## config.mk

```make
export PLATFORM = sky130hd
export DESIGN_NAME = memory_stage
export DESIGN_NICKNAME = d
export VERILOG_FILES = /design/src/rtl/memory_stage.sv
export SDC_FILE = /design/constraint.sdc
export NUM_CORES = 1
export LEC_CHECK = 0
export CORE_MARGIN = 8
export CORE_UTILIZATION = 47
export DETAILED_ROUTE_END_ITERATION = 7
export PLACE_DENSITY = 0.87
export SLEW_MARGIN = 20
export SYNTH_ARGS = -nofsm -noshare
export SYNTH_HDL_FRONTEND = slang
export SYNTH_SLANG_ARGS = --single-unit
```

## constraint.sdc

```tcl
create_clock -name clk -period 2.15 [get_ports clk]
set_input_delay 0.215 -clock clk [delete_from_list [all_inputs] [get_ports clk]]
set_output_delay 0.215 -clock clk [all_outputs]
set_load 0.02 [all_outputs]
```

## src/rtl/memory_stage.sv

```systemverilog
// memory_stage: MEM stage with a single-outstanding load/store bus access and a registered writeback packet.
// Define MISALIGN_TRAP_EN to trap misaligned halfword/word accesses instead of issuing them.
module memory_stage #(
    parameter int XLEN        = 32,
    parameter int CW_EX_WIDTH = 14
) (
    input  logic                   clk,
    input  logic                   rst_n,
    input  logic                   ex_valid,
    output logic                   ex_ready,
    input  logic [CW_EX_WIDTH-1:0] control_word_ex,
    input  logic [XLEN-1:0]        calculated_adr,
    input  logic [XLEN-1:0]        ALU_result,
    input  logic [XLEN-1:0]        pc_plus_4_ex,
    input  logic [XLEN-1:0]        regfileb_ex,
    output logic                   dmem_req,
    output logic                   dmem_we,
    output logic [XLEN-1:0]        dmem_addr,
    output logic [3:0]             dmem_be,
    output logic [XLEN-1:0]        dmem_wdata,
    input  logic                   dmem_ack,
    input  logic [XLEN-1:0]        dmem_rdata,
    output logic                   wb_valid,
    output logic                   wb_rf_wb,
    output logic [4:0]             wb_rd,
    output logic [XLEN-1:0]        wb_data,
    output logic                   misalign_exc,
    output logic [XLEN-1:0]        misalign_adr
);
    typedef enum logic {IDLE, ACCESS} state_t;
    state_t            r_state;
    logic              r_dmem_req;
    logic              r_dmem_we;
    logic [XLEN-1:0]   r_dmem_addr;
    logic [3:0]        r_dmem_be;
    logic [XLEN-1:0]   r_dmem_wdata;
    logic              r_wb_valid;
    logic              r_wb_rf_wb;
    logic [4:0]        r_wb_rd;
    logic [XLEN-1:0]   r_wb_data;
    logic [2:0]        r_funct3;
    logic [1:0]        r_adr_lo;
    logic [1:0]        r_wb_src;
    logic              r_rf_wb;
    logic [4:0]        r_rd;
    logic [XLEN-1:0]   r_alu;
    logic [XLEN-1:0]   r_pc4;
    logic              w_rf_wb;
    logic              w_mem_we;
    logic [1:0]        w_wb_src;
    logic [4:0]        w_rd;
    logic [2:0]        w_funct3;
    logic              w_is_load;
    logic              w_is_mem;
    logic              w_accept;
    logic              w_misalign;
    logic [3:0]        w_be;
    logic [XLEN-1:0]   w_wdata;
    logic [XLEN-1:0]   w_nonmem_data;
    logic [7:0]        w_ld_byte;
    logic [15:0]       w_ld_half;
    logic              w_ld_signed;
    logic [XLEN-1:0]   w_ld_data;
    logic              w_unused;
    // Branch/redirect bits are consumed in EX and only travel through here.
    assign w_unused      = ^{control_word_ex[13], control_word_ex[8]};
    assign w_rf_wb       = control_word_ex[12];
    assign w_mem_we      = control_word_ex[11];
    assign w_wb_src      = control_word_ex[10:9];
    assign w_rd          = control_word_ex[7:3];
    assign w_funct3      = control_word_ex[2:0];
    assign w_is_load     = (w_wb_src == 2'b01) & ~w_mem_we;
    assign w_is_mem      = w_mem_we | w_is_load;
    assign ex_ready      = (r_state == IDLE);
    assign w_accept      = ex_valid & ex_ready;
    assign w_be          = ~w_mem_we ? 4'b1111 :
                           (w_funct3 == 3'b000) ? 4'b0001 << calculated_adr[1:0] :
                           (w_funct3 == 3'b001) ? (calculated_adr[1] ? 4'b1100 : 4'b0011) : 4'b1111;
    assign w_wdata       = (w_funct3 == 3'b000) ? {4{regfileb_ex[7:0]}} :
                           (w_funct3 == 3'b001) ? {2{regfileb_ex[15:0]}} : regfileb_ex;
    assign w_nonmem_data = (w_wb_src == 2'b10) ? pc_plus_4_ex : ALU_result;
    assign w_ld_byte     = (r_adr_lo == 2'd0) ? dmem_rdata[7:0] :
                           (r_adr_lo == 2'd1) ? dmem_rdata[15:8] :
                           (r_adr_lo == 2'd2) ? dmem_rdata[23:16] : dmem_rdata[31:24];
    assign w_ld_half     = r_adr_lo[1] ? dmem_rdata[31:16] : dmem_rdata[15:0];
    assign w_ld_signed   = ~r_funct3[2];
    assign w_ld_data     = (r_funct3[1:0] == 2'b00) ? {{24{w_ld_signed & w_ld_byte[7]}}, w_ld_byte} :
                           (r_funct3[1:0] == 2'b01) ? {{16{w_ld_signed & w_ld_half[15]}}, w_ld_half} : dmem_rdata;
`ifdef MISALIGN_TRAP_EN
    logic            w_half;
    logic            w_word;
    logic            r_misalign_exc;
    logic [XLEN-1:0] r_misalign_adr;
    // Stores and loads size their funct3 differently: SW covers every code above SH.
    assign w_half     = w_mem_we ? (w_funct3 == 3'b001) : (w_funct3[1:0] == 2'b01);
    assign w_word     = w_mem_we ? (w_funct3[2:1] != 2'b00) : w_funct3[1];
    assign w_misalign = w_is_mem & ((w_half & calculated_adr[0]) | (w_word & |calculated_adr[1:0]));
    always_ff @(posedge clk or negedge rst_n) begin
        if (!rst_n) begin
            r_misalign_exc <= 1'b0;
            r_misalign_adr <= '0;
        end else begin
            r_misalign_exc <= w_accept & w_misalign;
            if (w_accept & w_misalign)
                r_misalign_adr <= calculated_adr;
        end
    end
    assign misalign_exc = r_misalign_exc;
    assign misalign_adr = r_misalign_adr;
`else
    assign w_misalign   = 1'b0;
    assign misalign_exc = 1'b0;
    assign misalign_adr = '0;
`endif
    always_ff @(posedge clk or negedge rst_n) begin
        if (!rst_n) begin
            r_state      <= IDLE;
            r_dmem_req   <= 1'b0;
            r_dmem_we    <= 1'b0;
            r_dmem_addr  <= '0;
            r_dmem_be    <= '0;
            r_dmem_wdata <= '0;
            r_wb_valid   <= 1'b0;
            r_wb_rf_wb   <= 1'b0;
            r_wb_rd      <= '0;
            r_wb_data    <= '0;
            r_funct3     <= '0;
            r_adr_lo     <= '0;
            r_wb_src     <= '0;
            r_rf_wb      <= 1'b0;
            r_rd         <= '0;
            r_alu        <= '0;
            r_pc4        <= '0;
        end else begin
            r_wb_valid <= 1'b0;
            if (r_state == IDLE) begin
                if (ex_valid) begin
                    r_funct3 <= w_funct3;
                    r_adr_lo <= calculated_adr[1:0];
                    r_wb_src <= w_wb_src;
                    r_rf_wb  <= w_rf_wb & ~w_mem_we;
                    r_rd     <= w_rd;
                    r_alu    <= ALU_result;
                    r_pc4    <= pc_plus_4_ex;
                    if (w_is_mem & ~w_misalign) begin
                        r_state      <= ACCESS;
                        r_dmem_req   <= 1'b1;
                        r_dmem_we    <= w_mem_we;
                        r_dmem_addr  <= {calculated_adr[XLEN-1:2], 2'b00};
                        r_dmem_be    <= w_be;
                        r_dmem_wdata <= w_wdata;
                    end else begin
                        r_wb_valid <= 1'b1;
                        r_wb_rf_wb <= w_rf_wb & ~w_mem_we & ~w_misalign;
                        r_wb_rd    <= w_rd;
                        r_wb_data  <= w_nonmem_data;
                    end
                end
            end else if (dmem_ack) begin
                r_state    <= IDLE;
                r_dmem_req <= 1'b0;
                r_wb_valid <= 1'b1;
                r_wb_rf_wb <= r_rf_wb;
                r_wb_rd    <= r_rd;
                r_wb_data  <= (r_wb_src == 2'b01) ? w_ld_data : (r_wb_src == 2'b10) ? r_pc4 : r_alu;
            end
        end
    end
    assign dmem_req   = r_dmem_req;
    assign dmem_we    = r_dmem_we;
    assign dmem_addr  = r_dmem_addr;
    assign dmem_be    = r_dmem_be;
    assign dmem_wdata = r_dmem_wdata;
    assign wb_valid   = r_wb_valid;
    assign wb_rf_wb   = r_wb_rf_wb;
    assign wb_rd      = r_wb_rd;
    assign wb_data    = r_wb_data;
endmodule
```

; ---- Yosys cells after proc, flatten, opt, wreduce, memory -nomap -nowiden
; Cells that the tools add are included.
[classes]
n_eq_ne = 10
shift = 1
mux = 39
n_bitwise = 8
reduce_logical = 9
[op_table]
columns = cell, n
row1 = 32-bit 2-to-1 mux, 11
row2 = 8-bit 2-to-1 mux, 3
row3 = 5-bit 2-to-1 mux, 4
row4 = 1-bit 2-to-1 mux, 16
row5 = 16-bit 2-to-1 mux, 1
row6 = 4-bit 2-to-1 mux, 4
row7 = 3-bit AND reduction, 3
row8 = 2-bit by 1-bit == test with 1-bit output (second input constant), 4
row9 = 2-bit == test (second input constant), 3
row10 = 1-bit AND, 4
row11 = 2-bit zero test, 2
row12 = 2-bit inequality test (second input constant), 2
row13 = 2-bit nonzero test, 2
row14 = 1-bit by 2-bit << shifter with 4-bit output (first input constant), 1
row15 = 3-bit by 1-bit == test with 1-bit output (second input constant), 1
row16 = 3-bit zero test, 1
row17 = 1-bit inverter, 3
row18 = 2-bit AND reduction, 1
row19 = 1-bit OR, 1
[word_totals]
reg_bits = 185
input_bits = 178
word_cells = 84

; ---- Depth between registers and ports, before layout
; Gate-level depths: netlist of run 1.
[depth]
depth_word = 9
mapped_depth = 7

; ---- Worst setup path after synthesis of run 1
; OpenSTA, ideal clock, no wires.
[synth_timing]
kind = register to register
from = register r_adr_lo[0]
to = register r_wb_data[10], in the netlist wb_data[10]
setup_ns = 0.126
t_arrival_ns = 1.613
t_required_ns = 2.024
path_slack_ns = 0.411
stages_incl_launch_ff = 6
n_path_buf = 1
period_less_slack_ns = 1.739
cell_sequence = dfrtp_1 > buf_6 > mux4_2 > a21oi_4 > o211ai_1 > a221o_1
[synth_between]
elab_chain_cells = 9
word_cells_on_any_way = 11
classes_between = eq/ne (2) / mux (7) / bitwise (1) / reduce/logical (1)
[synth_lines]
columns = element, line
row1 = start: declaration, 42  ; logic [1:0] r_adr_lo;
row2 = start signal: assignment, 139  ; r_adr_lo <= calculated_adr[1:0];
row3 = 2-bit == test, 84  ; (r_adr_lo == 2'd2) ? dmem_rdata[23:16] : dmem_rdata[31:24];
row4 = 8-bit 2-to-1 mux, 84
row5 = 8-bit 2-to-1 mux, 83  ; (r_adr_lo == 2'd1) ? dmem_rdata[15:8] :
row6 = 8-bit 2-to-1 mux *, 82  ; assign w_ld_byte = (r_adr_lo == 2'd0) ? dmem_rdata[7:0] :
row7 = 1-bit AND *, 87  ; assign w_ld_data = (r_funct3[1:0] == 2'b00) ? {{24{w_ld_signed & w_ld_byte[7]}}, w_ld_byte} :
row8 = 32-bit 2-to-1 mux *, 87
row9 = 32-bit 2-to-1 mux *, 165  ; r_wb_data <= (r_wb_src == 2'b01) ? w_ld_data : (r_wb_src == 2'b10) ? r_pc4 : r_alu;
row10 = 32-bit 2-to-1 mux *, 159  ; end else if (dmem_ack) begin
row11 = 32-bit 2-to-1 mux *, 136  ; if (r_state == IDLE) begin
row12 = end signal: assignment, 156  ; r_wb_data <= w_nonmem_data;
row13 = end signal: assignment, 165
row14 = end: declaration, 40  ; logic [XLEN-1:0] r_wb_data;
; Mark *: on every way between the ends. The rest lies on a longest branch, timed or not. The select of a mux whose other input is x is not followed.
; A chain may end at the register's enable or synchronous reset.

; ---- Worst setup path after layout of run 1
[layout_timing]
from = register r_adr_lo[1]
to = register r_wb_data[1], in the netlist wb_data[1]
[layout_between]
elab_chain_cells = 8
word_cells_on_any_way = 12
classes_between = eq/ne (2) / mux (9) / reduce/logical (1)
[layout_lines]
columns = element, line
row1 = 2-bit == test, 84
row2 = 8-bit 2-to-1 mux, 84
row3 = 8-bit 2-to-1 mux, 83
row4 = 8-bit 2-to-1 mux, 82
row5 = 32-bit 2-to-1 mux *, 87
row6 = 32-bit 2-to-1 mux *, 165
row7 = 32-bit 2-to-1 mux *, 159
row8 = 32-bit 2-to-1 mux *, 136
; Marked as above.

==> results by group, run 1 <==
Run status
  – Status: completed

Synthesis
  – Synth area leaders: dfrtp_1 (48%), nand2_1 (16%), mux2_2 (6.6%)
  – Post-synthesis cell type count: 47
  – #FFs+latches synth: around 190
  – Proportion of synthesized area in mux cells: between 10% and 20%
  – Sequential fraction of the synthesis area: 48.3%
  – XOR/XNOR Fraction of Synth Area: 0%
  – Top FF cell, synth: dfrtp_1
  – Syn Std Cell Area: ~9600 um2
  – EDFF count, synth: 0
  – Simple logic cell fraction of the synthesized area: 19.2%
  – Synth warn: 0
  – Top-area cell type share of the netlist area: 48.3%
  – Fraction of registers with async set/reset: 100%
  – Largest family of logic cells by synthesized area: simple AND/OR/NAND/NOR gates
  – Area leader, netlist: dfrtp_1
  – Gate Count Post-Synth: between 1000 and 1500
  – Syn_area_per_cell: 9.08 um2
  – Synth Area in Compound Gates: 13.2%
  – Synthesized-area fraction occupied by adder cells: 0%

Detailed routing
  – Final wirelength: 33500 um
  – First drt pass iteration count: 5
  – Remaining DRCs: 0
  – Per-cell routed wire length: 20.8 um
  – Post-route ant nets: 0
  – 1st-iter DRT viols: 615
  – Routed via count divided by cell count: 5.60
  – Vias post-DR: 9008

Clocking
  – Clock Path Buffers: 2
  – CTS tree: yes
  – Depth of the CTS H-tree: 4
  – Clock sink count: about 190
  – Total CTS buffers: 17
  – Clock root buffer: clkbuf_16
  – Setup bufs post-CTS: 0
  – Clk_lat worst skew: 0.43 ns
  – Clock slew at reported path FFs: 0.08 ns

Final layout
  – Share of layout cells above drive strength 1: 11.3%
  – Syn-to-layout area delta: 40.4%
  – Final non-filler cell total: 1610
  – Multi-input logic area: 4520 um2
  – Nets: 1504
  – Reg area: 4630 um2
  – Filler cells: approximately 1500
  – Final core utilization: between 60% and 70%
  – Final instance area: 13500 um2
  – Most frequent cells in the layout: nand2_1 (407), clkdlybuf4s50_1 (282), dfrtp_1 (185)
  – Most common cell after layout, fill and taps aside: nand2_1

Timing
  – Final min period: 2.00 ns
  – Period Utilization, post-route: 93.0%
  – Worst rel slew slack: 44.9%
  – Setup-failing EPs final: 0
  – Worst slew pin tran: 0.827 ns
  – RSZ-0062 raised after global routing: false
  – Final-report hold violation count: 0
  – Clock skew: 0.00913 ns
  – Pins over their slew limit: 0
  – Maximum operating frequency: 500 MHz

GRT
  – Pin count of the biggest net entering global routing: between 70 and 80
  – GRT met1 Usage: a little under a third
  – Vias in the first global route: about 9500
  – Grt ovf: 0
  – Busiest grt layer: met2
  – Met2 GRT Util: 43.3%
  – First-pass GRT wire length: ~53000 um
  – GR Layer Usage met3: between 9 and 10%
  – Initial antenna violation count: 2
  – Total track usage: 26.3%

Die
  – Die Y: around 160 um
  – Initial Util: between 40% and 50%
  – Num rows: 52
  – I/O pins: between 300 and 400
  – Chip width: 159 um
  – Die area: between 20000 and 30000 um2
  – Core Box Area: 20100 um2

Placement
  – Cells after DPL: around 1600
  – HPWL Detailed: about 24000 um
  – Placed Instance Area: 12800 um2
  – Port Buffers: 283
  – Global placement routability congestion: 0.942

Worst setup path
  – Max FO, Critical Path: 8
  – Critical path's slowest cell: mux4_1
  – Crit path required time: approximately 2.4 ns
  – Critical Path End Type: flop
  – Critical path class: reg -> reg
  – Worst setup SP type: flop
  – Worst path most repeated cell: buf_4
  – Crit path DAT: 2.29 ns
  – Critical-path cell list: buf_4 > mux4_1 > a221oi_2 > buf_4 > o311ai_0
  – Max incr delay on CP: 0.58 ns

Run
  – Max cap viols: 0

Power
  – Leakage Power: between 6 and 7 nW
  – VDD IR-drop max: between 500 and 600 uV
  – Pwr dens: 973 nW/um2

Hold path
  – Worst min-delay path class: in -> reg
==> sequential cells by signal (all words and copies together), names as in the netlist, 2 cells and up <==
name,cells
dmem_wdata,32
r_alu,32
r_pc4,32
wb_data,32
dmem_addr,30
r_rd,5
wb_rd,5
dmem_be,4
r_funct3,3
r_adr_lo,2
r_wb_src,2
==> metal layers <==
| metal | routed length, um | part of all wire, % | up-vias |
|---|---|---|---|
| met5 | 13 | 0.039 | - |
| met3 | 3870 | 12 | 69 |
| met1 | 12500 | 37 | 4293 |
| met2 | 16000 | 48 | 526 |
| met4 | 1070 | 3.2 | 2 |
| li1 | - | - | 4118 |
==> synthesized netlist by cell type, types with 2 or more instances <==
| library cell | n |
|---|---|
| nand2_1 | 407 |
| dfrtp_1 | 185 |
| clkbuf_1 | 58 |
| mux2_2 | 56 |
| o21ai_0 | 49 |
| mux2i_1 | 38 |
| buf_4 | 35 |
| o22ai_1 | 31 |
| a221oi_1 | 23 |
| nand3_1 | 23 |
| o311ai_0 | 21 |
| buf_2 | 16 |
| nor2_1 | 15 |
| nor3_1 | 10 |
| a22o_1 | 8 |
| a21o_1 | 7 |
| a221o_1 | 7 |
| a22oi_1 | 7 |
| mux4_1 | 7 |
| o211ai_1 | 7 |
| buf_1 | 4 |
| inv_1 | 4 |
| nand2b_1 | 4 |
| nor2b_1 | 4 |
| a21oi_1 | 3 |
| o21a_1 | 3 |
| mux4_2 | 2 |
| o221ai_1 | 2 |
| o311ai_1 | 2 |
==> path summary, 6_finish.rpt <==
| kind | startpoint | end | slack (ns) | cells past startpoint |
|---|---|---|---|---|
| max | r_adr_lo[1] | wb_data[1] | 0.15 | 5 |
| min | calculated_adr[31] | dmem_addr[31] | 0.30 | 3 |
| max reg2reg | r_adr_lo[1] | wb_data[1] | 0.15 | 5 |
| min reg2reg | dmem_addr[19] | dmem_addr[19] | 0.47 | 2 |
| max in group asynchronous | rst_n | wb_data[15] | 1.11 | 3 |
| min in group asynchronous | rst_n | dmem_addr[6] | 0.31 | 2 |
==> report_power, final <==
group | leakage [nW] | switching (mW) | internal [mW] | total, mW
Sequential | 2.26 | 0.537 | 4.30 | 4.84
Combinational | 3.52 | 2.63 | 2.25 | 4.88
Clock | 0.311 | 1.50 | 1.89 | 3.39
Total | 6.09 | 4.67 | 8.43 | 13.1
==> worst max-delay path, delay by kind of cell (launching register included) <==
kind | cells | cell delay [ns]
muxes | 1 | 0.58
DFF | 1 | 0.47
AOI/OAI and AO/OA | 2 | 0.44
buffers and inverters | 2 | 0.38
==> kinds of logic (layout without fill, tap and decap cells) <==
kind of cell / count (synthesis) / after routing
and+or+nand+nor: 469 / 469
buffers and inverters: 120 / 369
other: 1 / 36
muxes: 103 / 103
AOI/OAI and AO/OA: 178 / 178
DFF: 185 / 185
==> cell type report <==
| cell class | instances | area share (%) |
|---|---|---|
| flip-flops and latches | 185 | 34.4 |
| well taps | 270 | 2.51 |
| clock buffers | 17 | 3.16 |
| multi-input cells | 785 | 33.6 |
| inverters | 6 | 0.167 |
| clock inverters | 15 | 1.54 |
| repair buffers | 331 | 24.6 |
| diodes | 1 | 0.0186 |
==> metrics by stage <==
| step | setup WS, ns | power, mW | hold WS (ns) | TNS, ns |
|---|---|---|---|---|
| global route | 0.0562 | 13.7 | 0.298 | 0 |
| floorplan | 0.411 | 7.35 | -0.0806 | 0 |
| detailed placement | -0.0692 | 9.72 | 0.247 | -0.197 |
| finish | 0.150 | 13.1 | 0.299 | 0 |
| CTS | 0.0612 | 13.1 | 0.287 | 0 |
| global placement | 0.0496 | 9.58 | 0.246 | 0 |
==> what timing repair did <==
item | 4_1_cts | 5_1_grt
endpoints found under the hold margin | 61 | 0
endpoints found under the setup margin | 4 | 10
resized for setup | 1 | 2
hold buffers | 1 | 0
(Power assumes the default switching activity.)
==> inputs of run 2 (changes only) <==
--- a/config.mk
+++ b/config.mk
@@ -5,10 +5,12 @@
 export SDC_FILE = /design/constraint.sdc
 export NUM_CORES = 1
 export LEC_CHECK = 0
+export ABC_CLOCK_PERIOD_IN_PS = 2150
 export CORE_MARGIN = 8
-export CORE_UTILIZATION = 47
+export CORE_UTILIZATION = 64
 export DETAILED_ROUTE_END_ITERATION = 7
-export PLACE_DENSITY = 0.87
+export DONT_BUFFER_PORTS = 1
+export PLACE_DENSITY = 0.85
 export SLEW_MARGIN = 20
 export SYNTH_ARGS = -nofsm -noshare
 export SYNTH_HDL_FRONTEND = slang
==> run 2 against run 1 <==
Die area is 24% lower. Largest power group is now registers. Sequential cell count stayed put. Total power is 10% lower. The run now ends with negative hold slack left. Critical path type is now reg -> out.
==> results by group, run 2 (synthesized netlist as in run 1, its figures left out) <==
Clocking
  – Clock root buffer: clkbuf_16 (unchanged)
  – Hold-fix buffers, CTS: 129 (was 1)
  – Clock slew at reported path FFs: 0.07 ns (was 0.08 ns)
  – Depth of the CTS H-tree: 4 (unchanged)
  – Clock Path Buffers: 2 (unchanged)
  – Clock sink count: 185 (unchanged)
  – Setup bufs post-CTS: 0 (unchanged)
  – Total CTS buffers: 17 (unchanged)
  – Clk_lat worst skew: 0.43 ns (about the same)
  – CTS tree: yes (unchanged)

Worst setup path
  – Worst setup startpoint: r_state (was r_adr_lo[1])
  – Worst setup SP type: flop (unchanged)
  – Reg-to-Reg Start: r_adr_lo[1] (unchanged)
  – Crit path required time: 1.93 ns (was 2.44 ns)
  – R2R depth: 4 (was 5)
  – Critical path class: reg -> out (was reg -> reg)
  – Max FO, Critical Path: 19 (was 8)
  – Critical Path End Type: output port (was flop)
  – Crit path DAT: 1.82 ns (was 2.29 ns)

Hold path
  – Worst min-delay path class: in -> async (was in -> reg)

Detailed routing
  – Routed via count divided by cell count: 6.47 (was 5.60)
  – Per-cell routed wire length: 24.4 um (was 20.8 um)
  – First drt pass iteration count: 6 (was 5)
  – 1st-iter DRT viols: 1153 (was 615)
  – Post-route ant nets: 0 (unchanged)
  – Remaining DRCs: 0 (unchanged)
  – Final wirelength: 33000 um (was 33500 um)
  – Vias post-DR: 8740 (was 9008)

Placement
  – Global placement routability congestion: 0.871 (was 0.942)
  – HPWL Detailed: 20400 um (was 24200 um)
  – Port Buffers: 0 (was 283)
  – Post-place setup slack: -0.184 ns (was -0.0692 ns)

Run status
  – Status: complete, but fails checks (was completed)
  – Failing checks: negative hold slack

Timing
  – Pins over their slew limit: 0 (unchanged)
  – Maximum operating frequency: 493 MHz (was 500 MHz)
  – Period Utilization, post-route: 94.4% (was 93.0%)
  – Final-report hold violation count: 185 (was 0)
  – Setup WS post-layout: 0.120 ns (was 0.150 ns)
  – Final min period: 2.03 ns (was 2.00 ns)
  – Setup-failing EPs final: 0 (unchanged)
  – Clock skew: 0.0116 ns (was 0.00913 ns)
  – Min Hold Slack: -0.522 ns (was 0.299 ns)
  – Setup TNS: 0 ns (unchanged)
  – RSZ-0062 raised after global routing: false (unchanged)
  – Worst slew pin tran: 0.863 ns (was 0.827 ns)
  – Worst rel slew slack: 42.3% (was 44.9%)

Die
  – Initial Util: 65.7% (was 47.7%)
  – Die area: 19200 um2 (was 25200 um2)
  – I/O pins: 321 (unchanged)
  – Chip width: 138 um (was 159 um)
  – Num rows: 44 (was 52)
  – Core Box Area: 14600 um2 (was 20100 um2)
  – Die Y: 138 um (was 159 um)

GRT
  – Grt ovf: 0 (unchanged)
  – Initial antenna violation count: 2 (unchanged)
  – First-pass GRT wire length: 51200 um (was 52800 um)
  – Pin count of the biggest net entering global routing: 186 (was 77)
  – Vias in the first global route: 8912 (was 9484)
  – Total track usage: 33.6% (was 26.3%)

Run
  – Max cap viols: 0 (unchanged)

Power
  – Final total power: 11.7 mW (was 13.1 mW)
  – Pwr dens: 1020 nW/um2 (was 973 nW/um2)
  – Leakage Power: 5.38 nW (was 6.09 nW)
  – VDD IR-drop max: 618 uV (was 553 uV)

Final layout
  – Share of layout cells above drive strength 1: 11.2% (was 11.3%)
  – Most common cell after layout, fill and taps aside: nand2_1 (unchanged)
  – Syn-to-layout area delta: 20.6% (was 40.4%)
  – Nets: 1330 (was 1504)
  – Most frequent cells in the layout: nand2_1 (407), dfrtp_1 (184), dlygate4sd3_1 (129) (was nand2_1 (407), clkdlybuf4s50_1 (282), dfrtp_1 (185))
[run 2: cell type report]
cell class	count	area, um2
sequential	185	4630
antenna	2	5.00
clock inverter	14	196
fill	856	3020
multi-input combinational	785	4510
timing repair buffer	157	1530
tap	184	230
inverter	6	22.5
clock buffer	18	439
[run 2: where the power goes]
group	internal (mW)	switching [mW]
sequential	4.29	1.46
combinational	1.15	1.47
clock	1.99	1.39
[run 2: per-layer routing]
layer | part of all wire (%) | track usage [%] | wire [um] | vias to the layer above
li1 | - | - | - | 3763
met4 | 5.4 | 17.6 | 1770 | 0
met1 | 34 | 38.8 | 11300 | 4149
met2 | 47 | 53.5 | 15400 | 694
met5 | 0 | 0 | 0 | -
met3 | 14 | 12.9 | 4560 | 134
[run 2: worst paths after layout]
kind,to,slack [ns]
max in group asynchronous,r_alu[27],2.35
worst max register to register,wb_data[30],0.14
worst min register to register,r_pc4[5],0.48
min in group clk,dmem_wdata[13],0.02
worst min-delay path,r_pc4[8],-0.52
worst max-delay path,ex_ready,0.12
[run 2: stage by stage]
| step | cells | utilization, % | cell area [um2] |
|---|---|---|---|
| after global placement | 1188 | 66.0 | 9630 |
| after detailed placement | 1188 | 66.0 | 9630 |
| after floorplan | 1090 | - | 9720 |
| after global routing | 1350 | 79.3 | 11600 |
| final | 1351 | 79.3 | 11600 |
| after CTS | 1349 | 79.2 | 11600 |
[run 2: worst max-delay path, cell delays in order, from the launching register on]
cell and delay, ns:
dfrtp_1 0.43, buf_4 0.25, inv_1 0.33, buf_4 0.35
[run 2: repair_timing]
item                       in CTS  in global routing
resized for setup               1                  1
hold endpoints to repair      323                185
setup endpoints to repair       7                  1
gates cloned                    0                  0
pin swaps                       0                  0
